$ cat config.mk
export PLATFORM = sky130hd
export DESIGN_NAME = lfsr_scrambler_n_flat
export DESIGN_NICKNAME = d
export VERILOG_FILES = /design/src/rtl/lfsr_scrambler_n_pkg.sv /design/src/rtl/lfsr_scrambler_n_if.sv /design/src/rtl/lfsr_scrambler_n_fifo.sv /design/src/rtl/lfsr_scrambler_n.sv /design/src/flat_wrapper.sv
export SDC_FILE = /design/constraint.sdc
export NUM_CORES = 1
export LEC_CHECK = 0
export CAP_MARGIN = 20
export CORE_ASPECT_RATIO = 0.6
export CORE_UTILIZATION = 30
export CTS_BUF_LIST = sky130_fd_sc_hd__clkbuf_4 sky130_fd_sc_hd__clkbuf_8
export CTS_CLUSTER_DIAMETER = 30
export DETAILED_ROUTE_END_ITERATION = 12
export SYNTH_ARGS = -nofsm -noshare
export SYNTH_HDL_FRONTEND = slang
export SYNTH_HIERARCHICAL = 1
export SYNTH_SLANG_ARGS = --single-unit
$ cat constraint.sdc
create_clock -name CLK -period 3.5 [get_ports CLK]
set_clock_uncertainty 0.15 [all_clocks]
set_input_delay 0.875 -clock CLK [delete_from_list [all_inputs] [get_ports CLK]]
set_output_delay 0.875 -clock CLK [all_outputs]
set_load 0.005 [all_outputs]
$ cat src/rtl/lfsr_scrambler_n_pkg.sv
// Shared constants and helpers for the additive LFSR scrambler.
// Tap masks are Galois feedback values applied after a right shift.
package scrambler_pkg;

    localparam logic [3:0]  TAPS_W4  = 4'h9;
    localparam logic [7:0]  TAPS_W8  = 8'hB8;
    localparam logic [15:0] TAPS_W16 = 16'hB400;

    // Bits needed to count 0..depth inclusive.
    function automatic int occ_w(input int depth);
        return $clog2(depth + 1);
    endfunction

endpackage

$ cat src/rtl/lfsr_scrambler_n_if.sv
// Method-style EN_/RDY_ bundle for the scrambler.
// The master drives strobes and data; the slave is the scrambler itself.
interface lfsr_scrambler_n_if #(
    parameter int WIDTH = 8,
    parameter int DEPTH = 4
);
    import scrambler_pkg::*;

    localparam int OCC_W = occ_w(DEPTH);

    logic [WIDTH-1:0] in_data;
    logic             EN_in;
    logic             RDY_in;
    logic [WIDTH-1:0] seed_value;
    logic             EN_seed;
    logic             RDY_seed;
    logic             EN_out;
    logic [WIDTH-1:0] out;
    logic             RDY_out;
    logic [OCC_W-1:0] occupancy;

    modport master (
        output in_data, EN_in, seed_value, EN_seed, EN_out,
        input  RDY_in, RDY_seed, out, RDY_out, occupancy
    );

    modport slave (
        input  in_data, EN_in, seed_value, EN_seed, EN_out,
        output RDY_in, RDY_seed, out, RDY_out, occupancy
    );

endinterface

$ cat src/rtl/lfsr_scrambler_n_fifo.sv
// Synchronous FIFO buffering words ahead of the scrambler XOR.
// Full/empty come from the occupancy counter; strobes at full/empty are dropped.
module scrambler_fifo
    import scrambler_pkg::*;
#(
    parameter int WIDTH = 8,
    parameter int DEPTH = 4
) (
    input  logic                      CLK,
    input  logic                      RST_N,
    input  logic                      enq,
    input  logic [WIDTH-1:0]          enq_data,
    input  logic                      deq,
    output logic [WIDTH-1:0]          head,
    output logic                      full,
    output logic                      empty,
    output logic [occ_w(DEPTH)-1:0]   count
);

    localparam int OCC_W = occ_w(DEPTH);
    localparam int PTR_W = $clog2(DEPTH);
    localparam logic [OCC_W-1:0] OCC_ONE  = OCC_W'(1);
    localparam logic [OCC_W-1:0] OCC_FULL = OCC_W'(DEPTH);
    localparam logic [PTR_W-1:0] PTR_ONE  = PTR_W'(1);

    logic [WIDTH-1:0] mem [DEPTH];
    logic [PTR_W-1:0] wr_ptr;
    logic [PTR_W-1:0] rd_ptr;
    logic             enq_ok;
    logic             deq_ok;

    assign full   = (count == OCC_FULL);
    assign empty  = (count == '0);
    assign enq_ok = enq & ~full;
    assign deq_ok = deq & ~empty;
    assign head   = mem[rd_ptr];

    always_ff @(posedge CLK) begin
        if (!RST_N) begin
            wr_ptr <= '0;
            rd_ptr <= '0;
            count  <= '0;
        end else begin
            if (enq_ok) wr_ptr <= wr_ptr + PTR_ONE;
            if (deq_ok) rd_ptr <= rd_ptr + PTR_ONE;
            case ({enq_ok, deq_ok})
                2'b10:   count <= count + OCC_ONE;
                2'b01:   count <= count - OCC_ONE;
                default: count <= count;
            endcase
        end
    end

    // Storage carries no reset: stale words are unreachable once pointers clear.
    always_ff @(posedge CLK) begin
        if (enq_ok) mem[wr_ptr] <= enq_data;
    end

endmodule

$ cat src/rtl/lfsr_scrambler_n.sv
// Additive scrambler: FIFO head XOR Galois LFSR, LFSR steps on each accepted pop.
// The same block with the same seed descrambles its own output.
module lfsr_scrambler_n
    import scrambler_pkg::*;
#(
    parameter int               WIDTH    = 8,
    parameter logic [WIDTH-1:0] TAPS     = TAPS_W8,
    parameter int               DEPTH    = 4,
    parameter logic [WIDTH-1:0] SEED_RST = WIDTH'(1)
) (
    input logic             CLK,
    input logic             RST_N,
    lfsr_scrambler_n_if.slave bus
);

    logic [WIDTH-1:0]        lfsr;
    logic [WIDTH-1:0]        head;
    logic                    full;
    logic                    empty;
    logic [occ_w(DEPTH)-1:0] count;
    logic                    deq_ok;

    function automatic logic [WIDTH-1:0] lfsr_next(input logic [WIDTH-1:0] s);
        return s[0] ? ((s >> 1) ^ TAPS) : (s >> 1);
    endfunction

    // A zero seed would lock the LFSR at zero forever, so fall back to the reset seed.
    function automatic logic [WIDTH-1:0] seed_sel(input logic [WIDTH-1:0] s);
        return (s == '0) ? SEED_RST : s;
    endfunction

    scrambler_fifo #(
        .WIDTH (WIDTH),
        .DEPTH (DEPTH)
    ) u_fifo (
        .CLK      (CLK),
        .RST_N    (RST_N),
        .enq      (bus.EN_in),
        .enq_data (bus.in_data),
        .deq      (bus.EN_out),
        .head     (head),
        .full     (full),
        .empty    (empty),
        .count    (count)
    );

    assign deq_ok = bus.EN_out & ~empty;

    always_ff @(posedge CLK) begin
        if (!RST_N)            lfsr <= SEED_RST;
        else if (bus.EN_seed)  lfsr <= seed_sel(bus.seed_value);
        else if (deq_ok)       lfsr <= lfsr_next(lfsr);
    end

    assign bus.out       = empty ? '0 : (head ^ lfsr);
    assign bus.RDY_in    = ~full;
    assign bus.RDY_out   = ~empty;
    assign bus.RDY_seed  = 1'b1;
    assign bus.occupancy = count;

endmodule

$ cat src/flat_wrapper.sv
// flat-port wrapper written by rule: the top's interface ports become plain ports
module lfsr_scrambler_n_flat import scrambler_pkg::*;
#(
    parameter int               WIDTH    = 8,
    parameter logic [WIDTH-1:0] TAPS     = TAPS_W8,
    parameter int               DEPTH    = 4,
    parameter logic [WIDTH-1:0] SEED_RST = WIDTH'(1)
)
  (CLK, RST_N, bus_in_data, bus_EN_in, bus_seed_value, bus_EN_seed, bus_EN_out, bus_RDY_in, bus_RDY_seed, bus_out, bus_RDY_out, bus_occupancy);
  lfsr_scrambler_n_if #(.WIDTH(WIDTH), .DEPTH(DEPTH)) bus_i ();
  input logic CLK;
  input logic RST_N;
  input wire logic [$bits(bus_i.in_data)-1:0] bus_in_data;
  input wire logic [$bits(bus_i.EN_in)-1:0] bus_EN_in;
  input wire logic [$bits(bus_i.seed_value)-1:0] bus_seed_value;
  input wire logic [$bits(bus_i.EN_seed)-1:0] bus_EN_seed;
  input wire logic [$bits(bus_i.EN_out)-1:0] bus_EN_out;
  output wire logic [$bits(bus_i.RDY_in)-1:0] bus_RDY_in;
  output wire logic [$bits(bus_i.RDY_seed)-1:0] bus_RDY_seed;
  output wire logic [$bits(bus_i.out)-1:0] bus_out;
  output wire logic [$bits(bus_i.RDY_out)-1:0] bus_RDY_out;
  output wire logic [$bits(bus_i.occupancy)-1:0] bus_occupancy;
  assign bus_i.in_data = bus_in_data;
  assign bus_i.EN_in = bus_EN_in;
  assign bus_i.seed_value = bus_seed_value;
  assign bus_i.EN_seed = bus_EN_seed;
  assign bus_i.EN_out = bus_EN_out;
  assign bus_RDY_in = bus_i.RDY_in;
  assign bus_RDY_seed = bus_i.RDY_seed;
  assign bus_out = bus_i.out;
  assign bus_RDY_out = bus_i.RDY_out;
  assign bus_occupancy = bus_i.occupancy;
  lfsr_scrambler_n #(.WIDTH(WIDTH), .TAPS(TAPS), .DEPTH(DEPTH), .SEED_RST(SEED_RST)) u_core (.CLK(CLK), .RST_N(RST_N), .bus(bus_i));
endmodule
=== Word level (Yosys, flattened, before mapping) ===
Memories as Yosys holds them, arrays and structs flattened. A register that Yosys moved wholly into a read port is not among the register bits.
Index checks and enable logic that the tools add are counted.

* Add/subtract/negate cells: 4
* $mul: 0
* Div/mod/pow operators: 0
* Order comparisons: 0
* Equal/unequal tests: 3
* Shifts and indexed selects: 0
* Multiplexer cells: 10
* Bitwise gates (word level): 6
* Reductions and logical operators: 4

{| class="wikitable"
|+ Operator list
! operator !! count
|-
| 8-bit 2-to-1 mux || 5
|-
| 8-bit logical NOT || 1
|-
| 8-bit XOR || 1
|-
| 3-bit case mux with 2 select lines || 1
|-
| 2-bit by 1-bit adder with 2-bit output, second input constant || 2
|-
| 2-bit 2-to-1 mux || 2
|-
| 3-bit inverter with 4-bit output || 1
|-
| 2-bit nonzero test || 2
|-
| 3-bit by 1-bit adder with 3-bit output, second input constant || 1
|-
| 3-bit equality test, second input constant || 1
|-
| 3-bit logical NOT || 1
|-
| 3-bit by 1-bit subtractor with 3-bit output, second input constant || 1
|-
| 1-bit AND || 2
|-
| 2-bit by 1-bit equality test with 1-bit output, second input constant || 1
|-
| 2-bit equality test, second input constant || 1
|-
| 1-bit 2-to-1 mux || 2
|-
| 1-bit inverter || 2
|}

* Bits in registers: 15
* Bits in latches: 0
* RAM bits: 32
* Memory bits (read-only): 0
* Input bits: 21
* Output and inout port bits: 14
* Memories kept: 1

{| class="wikitable"
|+ Memory list
! memory !! depth !! bits a word !! rd ports !! clocked after memory_dff !! wr ports !! line !! RTL
|-
| u_core.u_fifo.mem || 4 || 8 || 1 || 1 || 1 || lfsr_scrambler_n_fifo.sv:26 || <nowiki>logic [WIDTH-1:0] mem [DEPTH];</nowiki>
|}

=== Depth between registers and ports, before layout ===
* Depth in word-level cells: 5
* Depth in mapped cells: 10
* Mapped depth without buffers: 9

=== Modules after synthesis ===
The synthesis kept the hierarchy.

{| class="wikitable"
|+ By module, submodules not included
! module !! instances !! cells an instance !! area an instance (um^2) !! sequential area each (um^2)
|-
| scrambler_fifo || 1 || 96 || 1644.1 || 1141.1
|-
| lfsr_scrambler_n || 1 || 67 || 539.3 || 160.2
|}

=== Worst setup path before layout ===
Ideal clock, no wire load.

* Kind: input -> register
* Start point: input bus_EN_in
* End point: register u_core.u_fifo.count[2]
* Data arrival time: 2.308 ns
* Required time: 3.280 ns
* Setup slack: 0.972 ns
* Cell stages on the path: 9
* Cells stage by stage: nor2b_1 -> buf_2 -> inv_2 -> ha_1 -> inv_1 -> fa_1 -> xor2_1 -> or3_1 -> a21boi_1

* Longest elaborated chain between the ends: 3

{| class="wikitable"
|+ Ends and longest elaborated chain
! item !! line !! RTL
|-
| from (decl) || flat_wrapper.sv:14 || <nowiki>input wire logic [$bits(bus_i.EN_in)-1:0] bus_EN_in;</nowiki>
|-
| 1-bit AND (*) || lfsr_scrambler_n_fifo.sv:34 || <nowiki>assign enq_ok = enq & ~full;</nowiki>
|-
| 2-bit by 1-bit equality test with 1-bit output / 2-bit equality test (equally long branches) || lfsr_scrambler_n_fifo.sv:46 || <nowiki>case ({enq_ok, deq_ok})</nowiki>
|-
| 3-bit case mux with 2 select lines / 2-bit nonzero test (equally long branches) || n/a ||
|-
| to (signal assigned) || lfsr_scrambler_n_fifo.sv:47 || <nowiki>2'b10: count <= count + OCC_ONE;</nowiki>
|-
| to (signal assigned) || lfsr_scrambler_n_fifo.sv:48 || <nowiki>2'b01: count <= count - OCC_ONE;</nowiki>
|-
| to (signal assigned) || lfsr_scrambler_n_fifo.sv:49 || <nowiki>default: count <= count;</nowiki>
|-
| to (decl) || lfsr_scrambler_n_fifo.sv:17 || <nowiki>output logic [occ_w(DEPTH)-1:0] count</nowiki>
|}

Every way passes the cells marked *; elsewhere a longest branch is shown, timed or not.
A chain may end at the register's enable or synchronous reset.

==> impl_summary.log <==
[metrics] async set-or-reset flop fraction in the synthesized netlist: 0
[metrics] Fmax achieved: 315 MHz
[metrics] worst slew margin relative to its limit: 0.584
[metrics] dominant combinational cell family by area after synthesis: multiplexers
[metrics] total leakage power: approximately 0.00094 µW
[metrics] pin count of the biggest net entering global routing: 19
[metrics] sw frac: 0.310
[metrics] post-synthesis share of cell area spent on and, or, nand and nor gates: 0.103
[metrics] Post-Route Setup TNS: 0 ns
[metrics] origin of the worst min-delay path: u_core/u_fifo/rd_ptr[0]
[metrics] maximum clock insertion buffer count: 2
[metrics] relative contribution of combinational cells to total power: 0.385
[metrics] minimum setup slack in the final design: 0.320 ns
[metrics] Distinct cells, synth: 33
[metrics] Die Y: 68.1 µm
[metrics] CTS resizes: 0
[metrics] Synth area leader: edfxtp_1
[metrics] WP data required: 2.47 ns
[metrics] CP Capture Type: primary output
[metrics] Top Family by Delay on Critical Path: buffers and inverters
[metrics] run status: complete, but fails checks
[metrics] transition time at the pin with the least slew margin: 0.608 ns
[metrics] Remaining DRCs: 4
[metrics] Avg WL per Cell: 14.2 µm
[metrics] total congestion overflow: 0
[metrics] Clock Power Share: 0.194
[metrics] final net count: 225
[metrics] std cell rows: 23
[metrics] Post-synth top cells: edfxtp_1 (32), dfxtp_1 (17), xnor2_1 (12)
[metrics] critical path fanouts, max: 8
[metrics] longest individual stage delay on the worst path: 0.57 ns
[metrics] class of the most critical setup path: reg -> out
[metrics] mean cell area of the mapped netlist: around 13 µm²
[metrics] post-synthesis sequential element count: 49
[metrics] Worst-path clk slew: ~0.1 ns
[metrics] power density over the cells: approximately 670 nW/µm²
[metrics] number of antenna violations at the first check in global routing: 0
[metrics] number of enable flip-flop cells after synthesis: 32
[metrics] synthesized-area fraction occupied by xor and xnor cells: 0.0521
[metrics] number of maximum-capacitance violations: 0
[metrics] H-Tree Depth: 2
[metrics] CP max stage cell: mux4_2
[metrics] clock net sink count: 49
[metrics] switching power of the nets: 562 µW
[metrics] fraction of final layout cells with drive strength greater than 1: 0.126
[metrics] top cell type's share of synthesized area: 0.440
[metrics] Die ar.: 7630 µm²
[metrics] critical path, cell by cell: buf_4 > mux4_2 > xnor2_1 > nor2_1 > clkdlybuf4s50_1
[metrics] synth top area cells: edfxtp_1 (44%), dfxtp_1 (16%), mux4_2 (8.3%)
[metrics] count of input and output buffers: 33
[metrics] half-perimeter wire length after placement: about 2900 µm
[metrics] via count of the first global-routing pass: 1242
[metrics] TritonCTS clock tree: built
[metrics] share of the clock period used by the worst path: 0.908
[metrics] Die Width: 112 µm
[metrics] synth-to-layout area growth: 23.4%
[metrics] first-pass GRT wire length: roughly 6300 µm
[metrics] violated checks: design-rule violations
[metrics] final hold violation count: 0
[metrics] maximum VDD drop: just under 0.0002 V
[metrics] number of endpoints failing setup at the final stage: 0
[metrics] Routed Antenna Nets: 0
[metrics] Diodes inserted: 0
[metrics] DRC marker count from the first detailed-route iteration: between 80 and 90
[metrics] detailed-route via count: about 1300
[metrics] final slew viol count: 0
[metrics] routed wire length: a little over 4000 µm
[metrics] Mapped Cells: roughly 160
[metrics] routability congestion estimate: 0.727
[metrics] Hold/Removal Path Class: reg -> reg
[metrics] Cell Int Power: approximately 1200 µW
[metrics] buffering stage count on the worst path with inverters included: 2
[metrics] startpoint of the worst-slack reg-to-reg timing path: u_core/u_fifo/count[0]
[metrics] Arr. time, crit path: 2.15 ns
[metrics] initial standard-cell utilization of the core: 0.319
[metrics] part of the Yosys area used for sequential elements: 0.596
[metrics] crit path launch type: register
[metrics] combined area of all synthesized cells: 2180 µm²
[metrics] buffer count from post-CTS setup fixing: 0
[metrics] share of the synthesized area in compound gates (AO/OA/AOI/OAI): 0.0521
[metrics] hold bufs inserted after CTS: 0
[metrics] commonest register cell after synthesis: edfxtp_1
[metrics] CTS buffer count: 5
[metrics] placement-stage worst setup slack: between 0.3 and 0.4 ns
[metrics] vias per std cell: between 4 and 5
[metrics] fraction of the mapped netlist area in adder cells: 0.0378
[metrics] detailed-router iteration count before antenna repair: 8
[metrics] yosys warns: 6
[metrics] total nets after synthesis: 190
[metrics] Top Ports: 35
[metrics] most common cell in the netlist: edfxtp_1
[metrics] proportion of power drawn by flip-flops and latches: 0.420
[metrics] clock period minus final worst setup slack: 3.18 ns
[metrics] clock latency on the worst-skew pair: 0.30 ns
[metrics] clock root buffer: clkbuf_8
[metrics] fraction of synthesized area in multiplexers: 0.115
[metrics] setup repair after global routing missed its margin: no
[metrics] Std-Cell Core Area: 6850 µm²
[metrics] overall fraction of global-route tracks in use: 0.114
==> path summary, 6_finish.rpt <==
path,end,slack [ns],cells past startpoint
worst max-delay path,bus_out[3],0.32,5
worst min-delay path,u_core/u_fifo/rd_ptr[0],0.35,2
worst max register to register,u_core/u_fifo/count[2],1.13,9
worst min register to register,u_core/u_fifo/rd_ptr[0],0.35,2
==> metal layers <==
layer  part of all wire  vias to the layer above  global-route usage
li1                   -                      647                   -
met2               0.41                       31               0.165
met3              0.059                        5              0.0372
met4              0.010                        0              0.0400
met5                  0                        -                   0
met1               0.52                      604               0.160
==> cells by family after synthesis <==
family / count (synthesis)
AO/OA/AOI/OAI: 20
XOR/XNOR: 13
adder cells (fa/ha/maj): 6
buffers and inverters: 19
flip-flops: 49
multiplexers: 15
other: 1
AND/OR/NAND/NOR: 40
==> power by group through the flow <==
stage	clock network, µW	registers [µW]	logic (µW)
after floorplan	0	751	447
after global placement	0	771	705
after detailed placement	0	775	710
after CTS	363	762	713
after global routing	384	770	775
final	352	761	698
==> layout make-up <==
type | count | area, µm²
Clock buffer | 5 | 68.8
Clock inverter | 3 | 28.8
Fill cell | 673 | 4160
Inverter | 10 | 37.5
Multi-Input combinational cell | 95 | 788
Sequential cell | 49 | 1300
Tap cell | 87 | 109
Timing Repair Buffer | 37 | 360
==> cell usage in the layout (no fill, tap or decap), drive strengths merged, types with 6 or more instances in the layout <==
| cell type | instances |
|---|---|
| o21ai | 9 |
| nor2 | 8 |
| and2 | 6 |
| inv | 12 |
| nand2 | 10 |
| mux2i | 7 |
| xnor2 | 12 |
| clkdlybuf4s50 | 33 |
| dfxtp | 17 |
| edfxtp | 32 |
| mux4 | 8 |
==> metrics by stage <==
step | total power [µW] | std cells | hold slack [ns] | utilization | area, µm²
after floorplan | 1200 | 163 | 0.306 | - | 2180
after CTS | 1840 | 286 | 0.351 | 0.393 | 2690
after detailed placement | 1490 | 278 | 0.335 | 0.379 | 2600
after global routing | 1930 | 286 | 0.392 | 0.393 | 2690
after global placement | 1480 | 278 | 0.324 | 0.379 | 2600
final | 1810 | 286 | 0.352 | 0.393 | 2690
==> worst register-to-register path, delay by kind of cell, from the launching register on <==
family                   cells  cell delay (ns)
AO/OA/AOI/OAI                1             0.15
XOR/XNOR                     1             0.16
adder cells (fa/ha/maj)      2             0.58
buffers and inverters        2             0.24
flip-flops                   1             0.46
AND/OR/NAND/NOR              3             0.56
==> registers in the layout, indices dropped and copies added (netlist names), named ones only <==
name                  flops
u_core/u_fifo/mem        32
u_core/lfsr               8
u_core/u_fifo/count       3
u_core/u_fifo/rd_ptr      2
u_core/u_fifo/wr_ptr      2
No activity file was read; power rests on OpenSTA's default activity.
